<file path="config.mk">
export PLATFORM = sky130hd
export DESIGN_NAME = busdemux4x4_reg_flat
export DESIGN_NICKNAME = d
export VERILOG_FILES = /design/src/rtl/busdemux4x4_reg_if.sv /design/src/rtl/busdemux4x4_reg.sv /design/src/flat_wrapper.sv
export SDC_FILE = /design/constraint.sdc
export NUM_CORES = 1
export LEC_CHECK = 0
export ABC_CLOCK_PERIOD_IN_PS = 3620
export BUFFER_PORTS_ARGS = -buffer_cell sky130_fd_sc_hd__buf_2
export CAP_MARGIN = 15
export CORE_MARGIN = 2
export CORE_UTILIZATION = 37
export CTS_CLUSTER_SIZE = 24
export DETAILED_ROUTE_END_ITERATION = 16
export SETUP_SLACK_MARGIN = 0.05
export SLEW_MARGIN = 40
export SYNTH_ARGS = -nofsm -noshare
export SYNTH_HDL_FRONTEND = slang
export SYNTH_SLANG_ARGS = --single-unit
</file>
<file path="constraint.sdc">
create_clock -name clk -period 3.62 [get_ports clk]
set_input_delay 0.543 -clock clk [delete_from_list [all_inputs] [get_ports clk]]
set_output_delay 0.543 -clock clk [all_outputs]
set_load 0.1 [all_outputs]
</file>
<file path="src/rtl/busdemux4x4_reg_if.sv">
`default_nettype none
// ============================================================================
// Module   : busdemux4x4_reg_if
// Brief    : Source and consumer bus bundle for the registered 1-to-4 demux.
// Revision : 1.0
// ============================================================================
interface busdemux4x4_reg_if #(
   parameter int WIDTH = 4
);
   logic [WIDTH-1:0]   in_bus;
   logic               in_valid;
   logic [3:0]         sel;
   logic               in_ready;
   logic [4*WIDTH-1:0] out_bus;
   logic [3:0]         out_valid;
   logic [3:0]         out_ack;
   logic               err;
   logic [7:0]         drop_cnt;

   // master is the source plus the four consumers; slave is the demux itself
   modport master (
      output in_bus, in_valid, sel, out_ack,
      input  in_ready, out_bus, out_valid, err, drop_cnt
   );

   modport slave (
      input  in_bus, in_valid, sel, out_ack,
      output in_ready, out_bus, out_valid, err, drop_cnt
   );
endinterface
`default_nettype wire

</file>
<file path="src/rtl/busdemux4x4_reg.sv">
`default_nettype none
// ============================================================================
// Module   : busdemux4x4_reg
// Brief    : Registered one-hot 1-to-4 bus demux with per-channel holding
//            registers, valid/ack handshake and malformed-select drop counter.
// Revision : 1.0
// ============================================================================
module busdemux4x4_reg #(
   parameter int WIDTH = 4
) (
   input  wire logic             clk,
   input  wire logic             rst_n,
   busdemux4x4_reg_if.slave      bus
);

   typedef enum logic [0:0] {
      EMPTY = 1'b0,
      FULL  = 1'b1
   } chan_state_t;

   localparam logic [7:0] C_DROP_MAX = 8'hFF;

   chan_state_t      r_state    [4];
   chan_state_t      w_state_nxt[4];
   logic [WIDTH-1:0] r_data     [4];
   logic [WIDTH-1:0] w_data_nxt [4];

   logic       r_err;
   logic [7:0] r_drop_cnt;

   logic       w_legal;
   logic [3:0] w_full;
   logic [3:0] w_slot_free;
   logic       w_ready;
   logic       w_accept;
   logic       w_drop;
   logic [3:0] w_write;
   logic [3:0] w_take;

   // Legal select is exactly one bit set; zero and multi-hot are both dropped.
   always_comb begin
      w_legal     = (bus.sel != 4'd0) && ((bus.sel & (bus.sel - 4'd1)) == 4'd0);
      w_slot_free = ~w_full | bus.out_ack;
      w_ready     = w_legal ? |(bus.sel & w_slot_free) : 1'b1;
      w_accept    = bus.in_valid && w_ready;
      w_drop      = w_accept && !w_legal;
      w_write     = (w_accept && w_legal) ? bus.sel : 4'd0;
      w_take      = w_full & bus.out_ack;
   end

   always_comb begin
      for (int k = 0; k < 4; k++) begin
         w_state_nxt[k] = r_state[k];
         w_data_nxt[k]  = r_data[k];
         // A write on the same edge as an ack refills the slot with no gap.
         if (w_write[k]) begin
            w_state_nxt[k] = FULL;
            w_data_nxt[k]  = bus.in_bus;
         end else if (w_take[k]) begin
            w_state_nxt[k] = EMPTY;
            w_data_nxt[k]  = '0;
         end
      end
   end

   always_ff @(posedge clk) begin
      if (!rst_n) begin
         for (int k = 0; k < 4; k++) begin
            r_state[k] <= EMPTY;
            r_data[k]  <= '0;
         end
      end else begin
         for (int k = 0; k < 4; k++) begin
            r_state[k] <= w_state_nxt[k];
            r_data[k]  <= w_data_nxt[k];
         end
      end
   end

   always_ff @(posedge clk) begin
      if (!rst_n) begin
         r_err      <= 1'b0;
         r_drop_cnt <= 8'd0;
      end else begin
         r_err <= w_drop;
         if (w_drop && (r_drop_cnt != C_DROP_MAX)) begin
            r_drop_cnt <= r_drop_cnt + 8'd1;
         end
      end
   end

   for (genvar k = 0; k < 4; k++) begin : g_chan
      assign w_full[k]                        = (r_state[k] == FULL);
      assign bus.out_valid[k]                 = w_full[k];
      assign bus.out_bus[WIDTH*k +: WIDTH]    = r_data[k] & {WIDTH{w_full[k]}};
   end

   assign bus.in_ready = w_ready;
   assign bus.err      = r_err;
   assign bus.drop_cnt = r_drop_cnt;

endmodule
`default_nettype wire
</file>
<file path="src/flat_wrapper.sv">
// flat-port wrapper written by rule: the top's interface ports become plain ports
module busdemux4x4_reg_flat 
#(
   parameter int WIDTH = 4
)
  (clk, rst_n, bus_in_bus, bus_in_valid, bus_sel, bus_out_ack, bus_in_ready, bus_out_bus, bus_out_valid, bus_err, bus_drop_cnt);
  busdemux4x4_reg_if #(.WIDTH(WIDTH)) bus_i ();
  input  wire logic clk;
  input  wire logic rst_n;
  input wire logic [$bits(bus_i.in_bus)-1:0] bus_in_bus;
  input wire logic [$bits(bus_i.in_valid)-1:0] bus_in_valid;
  input wire logic [$bits(bus_i.sel)-1:0] bus_sel;
  input wire logic [$bits(bus_i.out_ack)-1:0] bus_out_ack;
  output wire logic [$bits(bus_i.in_ready)-1:0] bus_in_ready;
  output wire logic [$bits(bus_i.out_bus)-1:0] bus_out_bus;
  output wire logic [$bits(bus_i.out_valid)-1:0] bus_out_valid;
  output wire logic [$bits(bus_i.err)-1:0] bus_err;
  output wire logic [$bits(bus_i.drop_cnt)-1:0] bus_drop_cnt;
  assign bus_i.in_bus = bus_in_bus;
  assign bus_i.in_valid = bus_in_valid;
  assign bus_i.sel = bus_sel;
  assign bus_i.out_ack = bus_out_ack;
  assign bus_in_ready = bus_i.in_ready;
  assign bus_out_bus = bus_i.out_bus;
  assign bus_out_valid = bus_i.out_valid;
  assign bus_err = bus_i.err;
  assign bus_drop_cnt = bus_i.drop_cnt;
  busdemux4x4_reg #(.WIDTH(WIDTH)) u_core (.clk(clk), .rst_n(rst_n), .bus(bus_i));
endmodule
</file>
==> impl_metrics.tcl, run 1 <==
set metrics [dict create \
    outcome "finished clean" \
    cts_htree_levels 2 \
    drtPass1Iterations 4 \
    grt_first_pass_wirelength_um 5040 \
    slowest_stage "buf_2" \
    finalNetCount 217 \
    die_y_um 64.6 \
    cts_setup_buffers 0 \
    cts_resized 0 \
    powerDensity_mw_per_mm2 415 \
    relSlewSlack_pct 67.6 \
    ys_seq_area_share_pct 42.8 \
    cts_tree "done" \
    synthSimpleGateAreaFrac_pct 30.7 \
    end_kind "output pin" \
    cts.clk_slew.worst_paths_ns 0.06 \
    cts-root-buf "clkbuf_8" \
    worst_pin_slew_ns 0.490 \
    synth_cells 159 \
    ys_ff_latch 29 \
    rsz0062_at_grt "false" \
    antenna_found_initial 0 \
    synth_compound_area_share_pct 15.9 \
    yosysUniqueCellTypes 30 \
    netlist_area_mm2 0.00136 \
    final_cell_mix "44 x buf_2, 29 x dfxtp_1, 22 x nand3_1" \
    synth.avg_cell_area_um2 8.54 \
    die_w_um 64.6 \
    die_area_mm2 0.00417 \
    routed_wl_um 3090 \
    antenna_cells 0 \
    p_leak_nw 0.725 \
    period_share_pct 61.6 \
    track_usage_pct 15.6 \
    grt_pass1_vias 1145 \
    ant_nets 0 \
    drc 0 \
    initial_utilization_pct 37.6 \
    area_growth_pct 23.3 \
    drt_iter0_markers 54 \
    io_pins 45 \
    drive_above_1_share_pct 26.2 \
    max_freq_mhz 448 \
    total_power_mw 0.694 \
    cts_made_buffers 5 \
    critPathLaunchType "input port" \
    synth_xor_area_share_pct 0.645 \
    yosys-mux-area-fraction_pct 2.95 \
    critical_path_peak_fanout 7 \
    yosys_warnings 0 \
    portBuffers 44 \
    coreArea_mm2 0.00361 \
    cts_buffer_depth 2 \
    num_vias 1297 \
    post-route-min-period_ns 2.23 \
    via_per_inst 5.19 \
    crit_path_cell_trace "buf_2, xor2_1, a211o_1, nand3_1, buf_2" \
    drv_slew 0 \
    crit_type "input port to output pin" \
    clock-sinks 29 \
    cp_slowest_stage_delay_ns 0.42 \
    max_cap_viol_count 0 \
    setup_slack_ns 1.39 \
    gp_congestion 0.760 \
    synth_top_family_by_area "simple AND/OR/NAND/NOR gates" \
    dp.final_hpwl_um 2370 \
    skew_ns 0.00338 \
    fill_cells 365 \
    timing.setup.tns_ns 0 \
    grt_overflow_total 0 \
    holdBufCountCts 0 \
    crit_required_ns 3.08 \
    num_rows 22 \
    synth_adder_area_share_pct 0.922 \
    post-place-ws_ns 1.38 \
    final_common_cell "buf_2" \
    finalSetupViolations 0 \
    holdCritPathClass "register to register" \
    grt_max_degree 15 \
    arrival_ns 1.69 \
    finalHoldViolCount 0 \
    irDropWorstVdd_mv 0.208 \
    critPathMostFrequentCell "buf_2" \
    insertion_delay_ns 0.27 \
    synthesis.nets 175 \
    avgRoutedWirePerCell_um 12.3 \
]
==> synth_stat cells (all sizes together) <==
| cell | n | area, um2 |
|---|---|---|
| o211ai | 1 | 7.51 |
| nand3 | 22 | 110 |
| a21oi | 11 | 55.1 |
| nand4b | 4 | 35.0 |
| xor2 | 1 | 8.76 |
| nor4 | 1 | 6.26 |
| clkbuf | 2 | 7.51 |
| nor3b | 2 | 15.0 |
| o21ai | 17 | 85.1 |
| nand2 | 9 | 33.8 |
| a2111o | 1 | 11.3 |
| o31ai | 3 | 22.5 |
| nor4b | 2 | 17.5 |
| o211a | 1 | 10.0 |
| nand2b | 6 | 37.5 |
| or3b | 1 | 8.76 |
| mux2i | 4 | 40.0 |
| nor3 | 1 | 5.00 |
| nor2 | 5 | 18.8 |
| a22oi | 2 | 15.0 |
| buf | 7 | 57.6 |
| ha | 1 | 12.5 |
| and2 | 16 | 100 |
| nand4 | 1 | 6.26 |
| a211o | 1 | 8.76 |
| inv | 5 | 18.8 |
| dfxtp | 29 | 581 |
| or4 | 3 | 22.5 |
==> per-stage QoR <==
| stage | hold WS (ns) | instances | util [%] | area, um2 |
|---|---|---|---|---|
| 2_1_floorplan | 0.435 | 159 | - | 1360 |
| 6_report | 0.472 | 250 | 46.4 | 1670 |
| 3_5_place_dp | 0.461 | 242 | 43.6 | 1570 |
| 5_1_grt | 0.492 | 250 | 46.4 | 1670 |
| 4_1_cts | 0.476 | 250 | 46.4 | 1670 |
| 3_3_place_gp | 0.447 | 242 | 43.6 | 1570 |
==> layer usage <==
layer  track usage, %  wire length (um)
met5                0                 0
met4             7.18                31
met3             3.99               172
met2             27.7              1570
met1             17.4              1310
==> power by group <==
| part | switching [mW] | leakage, nW | internal, mW | total [mW] |
|---|---|---|---|---|
| sequential | 0.00534 | 0.235 | 0.325 | 0.331 |
| clock | 0.114 | 0.0542 | 0.171 | 0.286 |
| combinational | 0.0581 | 0.436 | 0.0197 | 0.0778 |
==> critical path, delay by kind of cell <==
family          cells  cell delay [ns]
compound gates      1             0.32
buf+inv             2             0.56
simple gates        1             0.08
xor+xnor            1             0.18
==> state kept, by name, indices dropped and copies added, names as in the netlist <==
register,flops
u_core.bus.err,1
u_core.r_data,16
u_core.bus.drop_cnt,8
u_core.r_state,4
==> logic make-up (layout without fill, tap and decap cells) <==
family / Yosys count / after routing
AOI/OAI and AO/OA: 37 / 37
xor gates and xnor gates: 1 / 1
adders and majority gates: 1 / 1
buffers and inverters: 14 / 57
DFF: 29 / 29
muxes: 4 / 4
and+or+nand+nor: 73 / 73
==> final timing paths <==
kind,startpoint,end,slack (ns),cells after the start
setup reg to reg,u_core.bus.drop_cnt[0],u_core.bus.drop_cnt[3],2.05,5
hold reg to reg,u_core.r_data[1][1],u_core.r_data[1][1],0.47,2
hold / removal,u_core.r_data[1][1],u_core.r_data[1][1],0.47,2
setup / recovery,bus_sel[0],bus_in_ready,1.39,5
==> area by class of cell <==
cell class	count	area [um2]	share of cell area, %
multi-input cells	116	693	41.4
repair buffers	44	220	13.2
clock inverters	1	5.00	0.299
inverters	5	18.8	1.12
flip-flops and latches	29	581	34.7
well taps	48	60.1	3.59
clock buffers	7	96.3	5.75
(Power assumes the default switching activity.)
==> run 2: changes to the inputs <==
--- a/config.mk
+++ b/config.mk
@@ -5,7 +5,8 @@
 export SDC_FILE = /design/constraint.sdc
 export NUM_CORES = 1
 export LEC_CHECK = 0
-export ABC_CLOCK_PERIOD_IN_PS = 3620
+export ABC_AREA = 1
+export ABC_CLOCK_PERIOD_IN_PS = 2100
 export BUFFER_PORTS_ARGS = -buffer_cell sky130_fd_sc_hd__buf_2
 export CAP_MARGIN = 15
 export CORE_MARGIN = 2
==> constraint.sdc (replaced) <==
create_clock -name clk -period 2.1 [get_ports clk]
set_input_delay 0.315 -clock clk [delete_from_list [all_inputs] [get_ports clk]]
set_output_delay 0.315 -clock clk [all_outputs]
set_load 0.1 [all_outputs]
==> run 2 against run 1 <==
- worst setup slack got worse by 1.1 ns
- highest routed layer unchanged
- total power up 80%
- sequential power increased by 76%
- non-clock buffer count is 2 higher
- critical endpoint unchanged
==> impl_metrics.tcl, run 2 <==
set metrics [dict create \
    ys_seq_area_share_pct 36.0 \
    yosysUniqueCellTypes 29 \
    synth_top_area_share_pct 36.0 \
    holdPathEnd "u_core.bus.drop_cnt[6]" \
    cts-root-buf "clkbuf_8" \
    period_share_pct 85.5 \
    dp.final_hpwl_um 2600 \
    insertion_delay_ns 0.28 \
    timing.setup.tns_ns 0 \
    max_freq_mhz 557 \
    crit_path_cell_trace "nand2_1, nand2_1, nand2_1, nor2_2, nand2_1, buf_2" \
    skew_ns 0.00340 \
    relSlewSlack_pct 65.7 \
    grt_overflow_total 0 \
    via_per_inst 4.90 \
    synth_commonest_cells "42 x nand2_1, 29 x dfxtp_1, 25 x nand3_1" \
    drc 0 \
    critPathLaunchType "register" \
    reg2reg_to "u_core.r_data[1][1]" \
    cts_htree_levels 2 \
    slowest_stage "dfxtp_1" \
    post-route-min-period_ns 1.79 \
    initial_utilization_pct 37.8 \
    cts_resized 0 \
    p_leak_nw 0.927 \
    crit_required_ns 1.78 \
    timing.critical_path.depth 6 \
    yosys_warnings 0 \
    grt_pass1_vias 1312 \
    num_vias 1479 \
    reg2reg_depth 9 \
    critical_path_peak_fanout 7 \
    die_w_um 70.0 \
    ys_ff_latch 29 \
    outcome "finished clean" \
    regMostFlops "u_core.r_data" \
    die_y_um 70.0 \
    antenna_cells 0 \
    crit_buf_inv 1 \
    rrSetupSlack_ns 0.59 \
    cts_tree "done" \
    fin_cells 302 \
    fin_util_pct 43.9 \
    drt_iter0_markers 57 \
    hold_depth 3 \
    avgRoutedWirePerCell_um 11.6 \
    drive_above_1_share_pct 29.2 \
    coreArea_mm2 0.00426 \
    synthFlopType "dfxtp_1" \
    final_cell_mix "44 x buf_2, 42 x nand2_1, 27 x dfxtp_1" \
    die_area_mm2 0.00490 \
    clock-sinks 29 \
    netlist_area_mm2 0.00161 \
    grt_max_degree 29 \
    async_flop_share_pct 0 \
    grt_first_pass_wirelength_um 5760 \
    yosys.cell_count.top_type "nand2_1" \
    end_kind "output pin" \
    gp_congestion 0.733 \
    yosysTopAreaCell "dfxtp_1" \
    synth_edf_count 0 \
    finalNetCount 266 \
    crit_type "register to output pin" \
    drv_slew 0 \
    holdBufCountCts 0 \
    synth.avg_cell_area_um2 7.64 \
    final_common_cell "buf_2" \
    num_rows 24 \
    synthesis.nets 227 \
    irDropWorstVdd_mv 0.380 \
    finalSetupViolations 0 \
    cts.clk_slew.worst_paths_ns 0.06 \
    arrival_ns 1.48 \
    ant_nets 0 \
    portBuffers 44 \
    dp.cells 295 \
    total_power_mw 1.25 \
    routed_wl_um 3520 \
    critPathMostFrequentCell "nand2_1" \
    cts_made_buffers 5 \
    worstHoldStart "rst_n" \
    antenna_found_initial 0 \
    synth.area.top_cells "dfxtp_1 36%, nand2_1 9.8%, nand3_1 7.8%" \
    cp_slowest_stage_delay_ns 0.44 \
    r2r_start "u_core.r_state[3]" \
    drtPass1Iterations 4 \
    track_usage_pct 15.0 \
    cts_setup_buffers 0 \
    rsz0062_at_grt "false" \
    crit_family "simple AND/OR/NAND/NOR gates" \
    largest_reg_flops 16 \
    area_growth_pct 16.0 \
    io_pins 45 \
    max_cap_viol_count 0 \
    synth_cells 211 \
    holdCritPathClass "input port to register" \
    worst_pin_slew_ns 0.514 \
    cts_buffer_depth 2 \
    powerDensity_mw_per_mm2 669 \
    finalHoldViolCount 0 \
]
==> run 2: cells by family (layout without fill, tap and decap cells) <==
kind of cell             after synthesis  after routing  synth area share (%)
flip-flops                            29             29                  36.0
AND/OR/NAND/NOR                      103            103                  33.2
adder cells (fa/ha/maj)                1              1                 0.776
AO/OA/AOI/OAI                         30             30                  10.7
XOR/XNOR                               7              7                  4.73
buffers and inverters                 41             80                  14.6
==> run 2: cell type report <==
type	instances	area [um2]
Timing Repair Buffer	46	235
Multi-Input combinational cell	141	797
Fill cell	450	2390
Inverter	27	104
Sequential cell	29	583
Clock buffer	7	86.3
Tap cell	52	65.1
==> run 2: per-stage QoR <==
stage | worst slack (ns) | instance area (um2) | hold WS (ns)
6_report | 0.305 | 1870 | 0.270
3_5_place_dp | 0.442 | 1780 | 0.475
4_1_cts | 0.289 | 1870 | 0.268
5_1_grt | 0.191 | 1870 | 0.273
2_1_floorplan | 0.0960 | 1620 | 0.435
3_3_place_gp | 0.465 | 1780 | 0.472
==> run 2: tightest hold or removal path: stages <==
cell and delay, ns:
buf_2 0.11, nand2_1 0.06, nor2_1 0.03
==> run 2: how the worst max path moves through the flow <==
stage	from	to	slack (ns)
final	u_core.r_state[3]	bus_in_ready	0.31
after floorplan	u_core.bus.drop_cnt[3]	u_core.bus.drop_cnt[5]	0.1
after global placement	bus_sel[2]	bus_in_ready	0.46
after CTS	u_core.r_state[3]	bus_in_ready	0.29
after detailed placement	bus_sel[2]	bus_in_ready	0.44
after global routing	u_core.r_state[1]	bus_in_ready	0.19
==> run 2: per-layer routing <==
layer  track usage, %  routed length, um  vias to the layer above
met2             23.3               1600                       42
met3             4.04                236                        6
met1             18.5               1610                      653
met5                0                  0                        -
li1                 -                  -                      778
met4             8.97                 71                        0
==> run 2: power breakdown <==
group | switching (mW) | total (mW) | leakage, nW | internal (mW)
Combinational | 0.155 | 0.207 | 0.647 | 0.0520
Sequential | 0.0137 | 0.581 | 0.236 | 0.567
Clock | 0.203 | 0.462 | 0.0443 | 0.259
Total | 0.372 | 1.25 | 0.927 | 0.879
==> run 3: changes to the inputs <==
--- a/config.mk
+++ b/config.mk
@@ -5,7 +5,6 @@
 export SDC_FILE = /design/constraint.sdc
 export NUM_CORES = 1
 export LEC_CHECK = 0
-export ABC_AREA = 1
 export ABC_CLOCK_PERIOD_IN_PS = 2100
 export BUFFER_PORTS_ARGS = -buffer_cell sky130_fd_sc_hd__buf_2
 export CAP_MARGIN = 15
==> run 3 against run 2 <==
- sequential share of layout area increased by 3.6 points
- critical path depth decreased by 1
- clock skew increased by 0.00051 ns
- die area decreased by 15%
- global-route usage increased by 1.7 points
- clock power decreased by 2%
- via count decreased by 14%
- total power decreased by 7.3%
- largest power group unchanged
- highest routed layer unchanged
==> impl_metrics.tcl, run 3 (synthesis results as in run 1) <==
set metrics [dict create \
    reg2reg_to "u_core.bus.drop_cnt[3]" \
    regMostFlops "u_core.r_data" \
    final_common_cell "buf_2" \
    post-route-min-period_ns 1.73 \
    cts-root-buf "clkbuf_8" \
    slowest_stage "nor4b_1" \
    antenna_found_initial 0 \
    fin_area_mm2 0.00168 \
    crit_buf_inv 2 \
    r2r_start "u_core.bus.drop_cnt[0]" \
    finalNetCount 217 \
    gp_congestion 0.777 \
    cts.clk_slew.worst_paths_ns 0.06 \
    worstHoldStart "bus_in_bus[0]" \
    holdBufCountCts 0 \
    irDropWorstVdd_mv 0.387 \
    rrSetupSlack_ns 0.55 \
    avgRoutedWirePerCell_um 12.5 \
    routed_wl_um 3120 \
    hold_depth 3 \
    drtPass1Iterations 4 \
    fill_cells 367 \
    io_pins 45 \
    crit_required_ns 1.78 \
    initial_utilization_pct 37.6 \
    antenna_cells 0 \
    cts_htree_levels 2 \
    cts_made_buffers 5 \
    finalSetupViolations 0 \
    drc 0 \
    drive_above_1_share_pct 26.4 \
    num_vias 1278 \
    ant_nets 0 \
    portBuffers 44 \
    cp_slowest_stage_delay_ns 0.44 \
    timing.setup.tns_ns 0 \
    critical_path_peak_fanout 7 \
    skew_ns 0.00391 \
    num_rows 22 \
    finalHoldViolCount 0 \
    post-place-ws_ns 0.171 \
    coreArea_mm2 0.00361 \
    startpoint "bus_sel[2]" \
    cts_buffer_depth 2 \
    setup_slack_ns 0.369 \
    largest_reg_flops 16 \
    clock-sinks 29 \
    insertion_delay_ns 0.28 \
    via_per_inst 5.13 \
    critPathLaunchType "input port" \
    cts_setup_buffers 0 \
    grt_max_degree 15 \
    grt_pass1_vias 1224 \
    max_cap_viol_count 0 \
    drv_slew 0 \
    crit_path_cell_trace "buf_2, nor4b_1, a211o_1, nand3_1, buf_12" \
    area_growth_pct 23.5 \
    powerDensity_mw_per_mm2 692 \
    period_share_pct 82.4 \
    die_w_um 64.6 \
    holdCritPathClass "input port to register" \
    placed_area_mm2 0.00159 \
    cts_resized 0 \
    holdPathEnd "u_core.r_data[0][0]" \
    die_area_mm2 0.00417 \
    track_usage_pct 16.7 \
    reg2reg_depth 5 \
    worst_pin_slew_ns 0.488 \
    crit_type "input port to output pin" \
    grt_first_pass_wirelength_um 5310 \
    max_freq_mhz 578 \
    arrival_ns 1.42 \
    outcome "finished clean" \
    relSlewSlack_pct 67.7 \
    die_y_um 64.6 \
    end_kind "output pin" \
    crit_family "simple AND/OR/NAND/NOR gates" \
    final_cell_mix "43 x buf_2, 27 x dfxtp_1, 22 x nand3_1" \
    cts_tree "done" \
    p_leak_nw 0.724 \
    rsz0062_at_grt "false" \
    drt_iter0_markers 42 \
    grt_overflow_total 0 \
    dp.final_hpwl_um 2370 \
]
[run 3: changes by cell type in the layout (fill, tap and decap cells not counted), sizes merged, moves of 4 or more]
cell and change:
a21oi -17, nor2 -4, xnor2 -4, o21ai +15
inv -22, nand2b +6, mux2i +4, and2 +16
nand4b +4, nand2 -36, nand4 -17, nand3 -7
[run 3: worst max path at each step]
stage	end	depth (start not counted)
3_3_place_gp	u_core.bus.drop_cnt[4]	5
4_1_cts	bus_in_ready	5
6_report	bus_in_ready	5
2_1_floorplan	u_core.bus.drop_cnt[4]	3
5_1_grt	bus_in_ready	4
3_5_place_dp	u_core.bus.drop_cnt[3]	5
[run 3: power breakdown]
part	switching [mW]	leakage (nW)	internal, mW
registers	0.00939	0.235	0.562
clock network	0.194	0.0443	0.259
logic	0.101	0.445	0.0347
total	0.304	0.724	0.856
[run 3: stage by stage]
| stage | cells | hold slack [ns] | utilization, % | total power, mW |
|---|---|---|---|---|
| finish | 249 | 0.387 | 46.5 | 1.16 |
| global route | 249 | 0.408 | 46.5 | 1.21 |
| CTS | 249 | 0.381 | 46.5 | 1.17 |
| detailed placement | 242 | 0.459 | 44.1 | 0.719 |
| global placement | 242 | 0.448 | 44.1 | 0.715 |
| floorplan | 159 | 0.435 | - | 0.687 |
[run 3: worst min-delay path, stage by stage]
cell	delay (ns)
buf_2	0.07
nand2_1	0.10
o21ai_0	0.15
[run 3: final cells by class]
cell class | instances | area [um2] | area share (%)
clock buffers | 7 | 86.3 | 5.15
inverters | 5 | 18.8 | 1.12
multi-input cells | 116 | 693 | 41.3
flip-flops and latches | 29 | 583 | 34.8
well taps | 48 | 60.1 | 3.58
repair buffers | 44 | 235 | 14.0
[run 3: routing by layer]
metal  vias to the layer above  wire (um)  global-route usage [%]
met2                        34       1550                    29.3
met3                         8        174                    4.17
met1                       586       1330                    18.2
met5                         -          0                       0
met4                         0         72                    9.57
li1                        650          -                       -
